File: src/rtl/hn_rx_link.sv
// hn_rx_link: receive side of an HN link. Three channels (REQ, RSP, DAT) each
// have an L-credit issuer and a small FIFO of {srcID, opcode}. A single
// registered output stage presents one flit at a time to the HN controller.
// Build option: define HN_RX_RR_ARB_EN to get round-robin arbitration
// (REQ->RSP->DAT). Without it, arbitration is fixed priority RSP > DAT > REQ.
module hn_rx_link #(
  parameter int FIFO_DEPTH = 2
) (
  input  logic         clk,
  input  logic         rstn,
  input  logic [127:0] RX_REQFLIT_128,
  input  logic [127:0] RX_RSPFLIT_128,
  input  logic [127:0] RX_DATFLIT_128,
  input  logic         RX_REQFLITV,
  input  logic         RX_RSPFLITV,
  input  logic         RX_DATFLITV,
  input  logic         RX_REQFLITPEND,
  input  logic         RX_RSPFLITPEND,
  input  logic         RX_DATFLITPEND,
  output logic         RX_REQLCRDV,
  output logic         RX_RSPLCRDV,
  output logic         RX_DATLCRDV,
  output logic [6:0]   rx_opcode,
  output logic [6:0]   rx_srcID,
  output logic [1:0]   rx_chan,
  output logic         rx_valid,
  input  logic         rx_ready,
  output logic         proto_err
);

  // Channel index 0 = REQ, 1 = RSP, 2 = DAT; rx_chan encodes index + 1.
  localparam int          PW       = (FIFO_DEPTH > 2) ? 2 : 1;
  localparam logic [1:0]  DEPTH_M1 = 2'(FIFO_DEPTH - 1);

  typedef enum logic {CR_INIT, CR_RUN} cr_state_e;

  // Only opcode and srcID are kept; PEND and the upper flit bits are dropped.
  logic        unused_bits;
  assign unused_bits = ^{RX_REQFLIT_128[127:14], RX_RSPFLIT_128[127:14],
                         RX_DATFLIT_128[127:14], RX_REQFLITPEND,
                         RX_RSPFLITPEND, RX_DATFLITPEND};

  logic [13:0] flit_in [3];
  logic [2:0]  flitv;
  assign flit_in[0] = RX_REQFLIT_128[13:0];
  assign flit_in[1] = RX_RSPFLIT_128[13:0];
  assign flit_in[2] = RX_DATFLIT_128[13:0];
  assign flitv      = {RX_DATFLITV, RX_RSPFLITV, RX_REQFLITV};

  // Per-channel FIFO storage and bookkeeping
  logic [13:0]   mem_q    [3][FIFO_DEPTH];
  logic [PW-1:0] wr_ptr_q [3];
  logic [PW-1:0] rd_ptr_q [3];
  logic [1:0]    fcnt_q   [3];

  // Per-channel credit state
  cr_state_e  cr_state_q [3], cr_state_d [3];
  logic [1:0] init_cnt_q [3], init_cnt_d [3];
  logic [1:0] cred_q     [3], cred_d     [3];
  logic [1:0] pend_q     [3], pend_d     [3];
  logic [2:0] lcrdv_q, lcrdv_d;
  logic       proto_err_q, proto_err_d;

  // Output stage
  logic       rx_valid_q, rx_valid_d;
  logic [1:0] rx_chan_q, rx_chan_d;
  logic [6:0] rx_op_q, rx_op_d;
  logic [6:0] rx_src_q, rx_src_d;

  // Control
  logic        accept, load;
  logic [2:0]  push_ok, fifo_empty, cand_v, grant, take, fifo_wr, fifo_rd, ret;
  logic [13:0] cand_data [3];
  logic [13:0] sel_data;
  logic [1:0]  grant_idx;

  function automatic logic [PW-1:0] ptr_inc(input logic [PW-1:0] p);
    return (p == PW'(FIFO_DEPTH - 1)) ? '0 : p + PW'(1);
  endfunction

  // Candidate per channel: FIFO head, or the arriving flit when the FIFO is empty
  // NOTE: every always_comb output gets a value on every path (defaults first) so no latch is inferred.
  always_comb begin
    accept = rx_valid_q && rx_ready;
    load   = !rx_valid_q || rx_ready;
    push_ok    = '0;
    fifo_empty = '0;
    cand_v     = '0;
    ret        = '0;
    for (int c = 0; c < 3; c++) begin
      push_ok[c]    = flitv[c] && (cred_q[c] != 2'd0);
      fifo_empty[c] = (fcnt_q[c] == 2'd0);
      cand_v[c]     = !fifo_empty[c] || push_ok[c];
      cand_data[c]  = fifo_empty[c] ? flit_in[c] : mem_q[c][rd_ptr_q[c]];
      ret[c]        = accept && (rx_chan_q == 2'(c + 1));
    end
  end

`ifdef HN_RX_RR_ARB_EN
  logic [1:0] last_q;

  // Round-robin: search REQ->RSP->DAT starting after the last granted channel
  always_comb begin
    grant     = '0;
    grant_idx = '0;
    for (int k = 1; k <= 3; k++) begin
      int ch;
      ch = (int'(last_q) + k) % 3;
      if (grant == 3'b000 && cand_v[ch]) begin
        grant[ch] = 1'b1;
        grant_idx = 2'(ch);
      end
    end
  end

  // Remember the last channel that won a load of the output stage
  always_ff @(posedge clk or negedge rstn) begin
    if (!rstn) begin
      last_q <= 2'd2;
    end else if (load && (grant != 3'b000)) begin
      last_q <= grant_idx;
    end
  end
`else
  // Fixed priority RSP > DAT > REQ
  always_comb begin
    grant     = '0;
    grant_idx = '0;
    if (cand_v[1]) begin
      grant = 3'b010; grant_idx = 2'd1;
    end else if (cand_v[2]) begin
      grant = 3'b100; grant_idx = 2'd2;
    end else if (cand_v[0]) begin
      grant = 3'b001; grant_idx = 2'd0;
    end
  end
`endif

  // Output-stage next state and FIFO write/read strobes
  always_comb begin
    rx_valid_d = rx_valid_q;
    rx_chan_d  = rx_chan_q;
    rx_op_d    = rx_op_q;
    rx_src_d   = rx_src_q;
    sel_data   = '0;
    take       = '0;
    fifo_wr    = '0;
    fifo_rd    = '0;
    for (int c = 0; c < 3; c++) begin
      take[c]    = load && grant[c];
      // A flit that bypasses straight into the output stage is not written.
      fifo_wr[c] = push_ok[c] && !(take[c] && fifo_empty[c]);
      fifo_rd[c] = take[c] && !fifo_empty[c];
      if (grant[c]) sel_data = cand_data[c];
    end
    if (load) begin
      rx_valid_d = (grant != 3'b000);
      rx_chan_d  = (grant != 3'b000) ? grant_idx + 2'd1 : 2'd0;
      rx_op_d    = sel_data[6:0];
      rx_src_d   = sel_data[13:7];
    end
  end

  // Credit issue: initial burst of FIFO_DEPTH grants, then one grant per returned entry
  always_comb begin
    lcrdv_d     = '0;
    proto_err_d = proto_err_q || ((flitv & ~push_ok) != 3'b000);
    for (int c = 0; c < 3; c++) begin
      cr_state_d[c] = cr_state_q[c];
      init_cnt_d[c] = init_cnt_q[c];
      pend_d[c]     = pend_q[c] + {1'b0, ret[c]};
      cred_d[c]     = cred_q[c] + {1'b0, lcrdv_q[c]} - {1'b0, push_ok[c]};
      case (cr_state_q[c])
        CR_INIT: begin
          lcrdv_d[c]    = 1'b1;
          init_cnt_d[c] = init_cnt_q[c] + 2'd1;
          if (init_cnt_q[c] == DEPTH_M1) cr_state_d[c] = CR_RUN;
        end
        CR_RUN: begin
          lcrdv_d[c] = (pend_q[c] != 2'd0) || ret[c];
          pend_d[c]  = pend_q[c] + {1'b0, ret[c]} - {1'b0, lcrdv_d[c]};
        end
        default: cr_state_d[c] = CR_INIT;
      endcase
    end
  end

  // Credit and error state registers
  // NOTE: sequential state uses non-blocking assignments so every flop samples pre-edge values.
  always_ff @(posedge clk or negedge rstn) begin
    if (!rstn) begin
      for (int c = 0; c < 3; c++) begin
        cr_state_q[c] <= CR_INIT;
        init_cnt_q[c] <= '0;
        cred_q[c]     <= '0;
        pend_q[c]     <= '0;
      end
      lcrdv_q     <= '0;
      proto_err_q <= 1'b0;
    end else begin
      for (int c = 0; c < 3; c++) begin
        cr_state_q[c] <= cr_state_d[c];
        init_cnt_q[c] <= init_cnt_d[c];
        cred_q[c]     <= cred_d[c];
        pend_q[c]     <= pend_d[c];
      end
      lcrdv_q     <= lcrdv_d;
      proto_err_q <= proto_err_d;
    end
  end

  // FIFO pointers and occupancy
  always_ff @(posedge clk or negedge rstn) begin
    if (!rstn) begin
      for (int c = 0; c < 3; c++) begin
        wr_ptr_q[c] <= '0;
        rd_ptr_q[c] <= '0;
        fcnt_q[c]   <= '0;
      end
    end else begin
      for (int c = 0; c < 3; c++) begin
        if (fifo_wr[c]) wr_ptr_q[c] <= ptr_inc(wr_ptr_q[c]);
        if (fifo_rd[c]) rd_ptr_q[c] <= ptr_inc(rd_ptr_q[c]);
        fcnt_q[c] <= fcnt_q[c] + {1'b0, fifo_wr[c]} - {1'b0, fifo_rd[c]};
      end
    end
  end

  // FIFO storage writes
  // NOTE: the storage array has no reset; pointers and occupancy alone decide which entries are valid.
  always_ff @(posedge clk) begin
    for (int c = 0; c < 3; c++) begin
      if (fifo_wr[c]) mem_q[c][wr_ptr_q[c]] <= flit_in[c];
    end
  end

  // Registered presentation to the HN controller
  always_ff @(posedge clk or negedge rstn) begin
    if (!rstn) begin
      rx_valid_q <= 1'b0;
      rx_chan_q  <= '0;
      rx_op_q    <= '0;
      rx_src_q   <= '0;
    end else begin
      rx_valid_q <= rx_valid_d;
      rx_chan_q  <= rx_chan_d;
      rx_op_q    <= rx_op_d;
      rx_src_q   <= rx_src_d;
    end
  end

  assign RX_REQLCRDV = lcrdv_q[0];
  assign RX_RSPLCRDV = lcrdv_q[1];
  assign RX_DATLCRDV = lcrdv_q[2];
  assign rx_valid    = rx_valid_q;
  assign rx_chan     = rx_chan_q;
  assign rx_opcode   = rx_op_q;
  assign rx_srcID    = rx_src_q;
  assign proto_err   = proto_err_q;

endmodule

File: config.mk
export PLATFORM = sky130hd
export DESIGN_NAME = hn_rx_link
export DESIGN_NICKNAME = d
export VERILOG_FILES = /design/src/rtl/hn_rx_link.sv
export SDC_FILE = /design/constraint.sdc
export NUM_CORES = 1
export LEC_CHECK = 0
export ABC_AREA = 1
export CAP_MARGIN = 15
export CORE_AREA = 2 2 160 162
export DETAILED_ROUTE_END_ITERATION = 8
export DIE_AREA = 0 0 162 164
export SKIP_CTS_REPAIR_TIMING = 1
export SLEW_MARGIN = 20
export SYNTH_ARGS = -nofsm -noshare
export SYNTH_HDL_FRONTEND = slang
export SYNTH_SLANG_ARGS = --single-unit
File: constraint.sdc
create_clock -name clk -period 1.8 [get_ports clk]
set_input_delay 0.36 -clock clk [delete_from_list [all_inputs] [get_ports clk]]
set_output_delay 0.36 -clock clk [all_outputs]
set_load 0.01 [all_outputs]
==> flow_summary.yaml <==
placement:
  dpl.hpwl_mm: 11.2
  port_buffers: 68
  gp_congestion: 0.799
  place_area_um2: 7860
die:
  fp.dieH_um: 164
  io_pins: 414
  start_util_pct: 25.7
  num_rows: 58
  coreArea_um2: 24800
  dieWidth_um: 162
  die_area_um2: 26600
synthesis:
  synthAdderAreaFrac_pct: 4.12
  ys_types: 32
  synth_top_family_by_area: "simple AND/OR/NAND/NOR gates"
  synth_compound_area_share_pct: 3.57
  ys.flop_type: "edfxtp_1"
  synth-seq-cells: 138
  synthesis.nets: 1045
  synth.avg_cell_area_um2: 10.1
  seq_area_frac_synth_pct: 60.8
  yosys.area_share.simple_pct: 22.3
  syn_inst: 631
  synth-async-reset-ratio_pct: 39.1
  synth_warnings: 0
  netlist_area_um2: 6370
  synth_mux_area_share_pct: 0
  synth_edf_count: 84
  synthXorXnorAreaFrac_pct: 3.57
power_and_ir_drop:
  irDropWorstVdd_v: 0.000717
  leakage_nw: 3.74
  cellPowerDensity_nw_per_um2: 1660
sta:
  final_period_minus_worst_setup_slack_ps: 1760
  clock_skew_ps: 10.2
  slew_headroom_pct: 70.1
  fmax_mhz: 567
  hold_violations: 0
  setup_viol: 0
  report.final.slew_viol_count: 0
  worstMarginPinSlew_ps: 448
  period_share_pct: 98.0
  rsz0062_at_grt: "yes"
  hold_ws_ps: 271
worst_setup_path:
  worst-setup-path-type: "reg -> reg"
  crit_top_cell: "nor2_4"
  crit_path_end_kind: "flop"
  slowest_stage: "dfrtp_1"
  path_cells: "nor2_4 > nor2_4 > nor2_8 > nand2_4 > nor2_4 > nand2_1 > nand2_1 > buf_4 > nor2_4 > clkbuf_16"
  cp-start-kind: "flop"
  slowest_delay_ps: 420
  crit_fanout: 7
  required_ps: 1930
  crit_family: "simple AND/OR/NAND/NOR gates"
  crit_arrival_ps: 1890
  crit_buf_inv: 2
grt:
  grtUsageTotal_pct: 12.1
  antenna_found_initial: 1
  grt_max_degree: 55
  gr-total-overflow: 0
  grt_pass1_vias: 4416
  grt_pass1_wl_mm: 24.3
drt:
  drc: 0
  first_pass_iters: 4
  routedWlPerCell_um: 14.2
  vias: 4543
  drt-total-wl_mm: 15.6
  viasPerCell: 4.15
  drt_iter0_drc: 280
  ant_nets: 0
outcome:
  run_status: "finished clean"
clock_tree:
  h-tree-depth: 4
  clock_path_buffers: 2
  clk_pin_slew_ps: 60
  cts_buffers: 17
  clock-sinks: 138
  worst_skew_pair.late_latency_ps: 420
  cts_tree: "yes"
  cts-root-buf: "clkbuf_16"
job:
  maxCapViolations: 0
worst_hold_path:
  hold_class: "in -> reg"
finish:
  area_delta_synth_final_pct: 35.5
  final_area_um2: 8640
  drive_gt1_share_pct: 18.2
  fin_nets: 1165
==> where the power goes <==
part           internal [mW]  switching [mW]  leakage [nW]
Sequential              4.40           0.504          1.38
Clock                   2.35            1.30         0.294
Combinational           2.63            3.19          2.06
Total                   9.38            4.99          3.74
==> stage by stage <==
step	setup TNS (ps)	worst slack [ps]	utilization [%]	cells	power (mW)
after floorplan	-4840	-173	-	631	8.29
after global placement	-35090	-423	31.7	1058	10.5
after detailed placement	-35710	-460	31.7	1058	10.6
after CTS	-22.7	-22.7	34.2	1090	14.3
after global routing	-694	-74.0	34.8	1095	15.4
final	0	35.8	34.8	1095	14.4
==> layout make-up <==
cell class,count,area (um^2)
fill,2470,16200
sequential,138,3880
multi-input combinational,409,2230
timing repair buffer,127,1280
clock buffer,20,447
tap,330,413
inverter,58,218
clock inverter,12,174
antenna,1,2.50
==> path summary, 6_finish.rpt <==
check / start / end / slack, ps / cells after the start
setup / recovery: cred_q[3] / mem_q[0][4] / 40 / 10
hold / removal: RX_RSPFLITV / proto_err / 270 / 3
setup reg to reg: cred_q[3] / mem_q[0][4] / 40 / 10
hold reg to reg: init_cnt_q[2] / init_cnt_q[2] / 480 / 1
max in group asynchronous: rstn / rx_srcID[6] / 1050 / 3
min in group asynchronous: rstn / rx_opcode[5] / 470 / 3
==> flip-flops by register name, indices dropped and copies added (netlist names) <==
signal,count
wr_ptr_q,3
lcrdv_q,3
init_cnt_q,6
mem_q,84
rd_ptr_q,3
proto_err,1
rx_valid,1
rx_srcID,7
fcnt_q,6
cred_q,6
rx_opcode,7
rx_chan,2
cr_state_q,3
pend_q,6
==> tightest hold or removal path: cells and delay by family <==
family	cells	cell delay (ps)
simple gates	2	140
buf+inv	1	150
==> synth_stat cells, types with 2 or more instances <==
library cell	count	area, um^2
a21oi_1	16	80.1
a31oi_1	6	37.5
buf_2	10	50.1
buf_4	6	45.0
clkbuf_1	7	26.3
clkbuf_2	2	10.0
dfrtp_1	54	1350
edfxtp_1	84	2520
ha_1	21	263
inv_1	56	210
inv_2	2	7.51
nand2_1	168	631
nand2_2	2	12.5
nand3_1	60	300
nand4_1	3	18.8
nor2_1	53	199
nor2_2	7	43.8
nor2_4	3	33.8
nor3_1	3	15.0
o21a_1	5	37.5
o21ai_0	7	35.0
o21ai_2	3	26.3
or2_0	4	25.0
or2_2	17	106
xnor2_1	20	175
xor2_1	6	52.6
==> placed cells by master (no fill, tap or decap), types with 4 or more instances in the layout <==
cell type and count:
o21a_1 5, dfrtp_1 51, a21oi_1 16, xor2_1 6
buf_12 10, or2_2 17, clkbuf_16 18, edfxtp_1 84
clkdlybuf4s50_1 63, or2_0 4, inv_2 4, a31oi_1 6
inv_1 54, bufinv_16 4, dlymetal6s2s_1 4, nor2_1 51
ha_1 20, nor2_4 9, nand3_1 59, buf_4 46
xnor2_1 20, nand2_1 166, o21ai_0 7
==> metal layers <==
layer  part of all wire (%)  global-route usage, %
met5                      0                      0
met4                    1.6                   3.90
met3                    4.0                   2.90
met2                     46                   19.0
met1                     48                   16.4
==> logic make-up after synthesis <==
family | count (synthesis)
buffers and inverters | 84
adders and majority gates | 21
xor gates and xnor gates | 26
DFF | 138
AOI/OAI and AO/OA | 39
and+or+nand+nor | 323
Power figures use the tool's default switching activity.
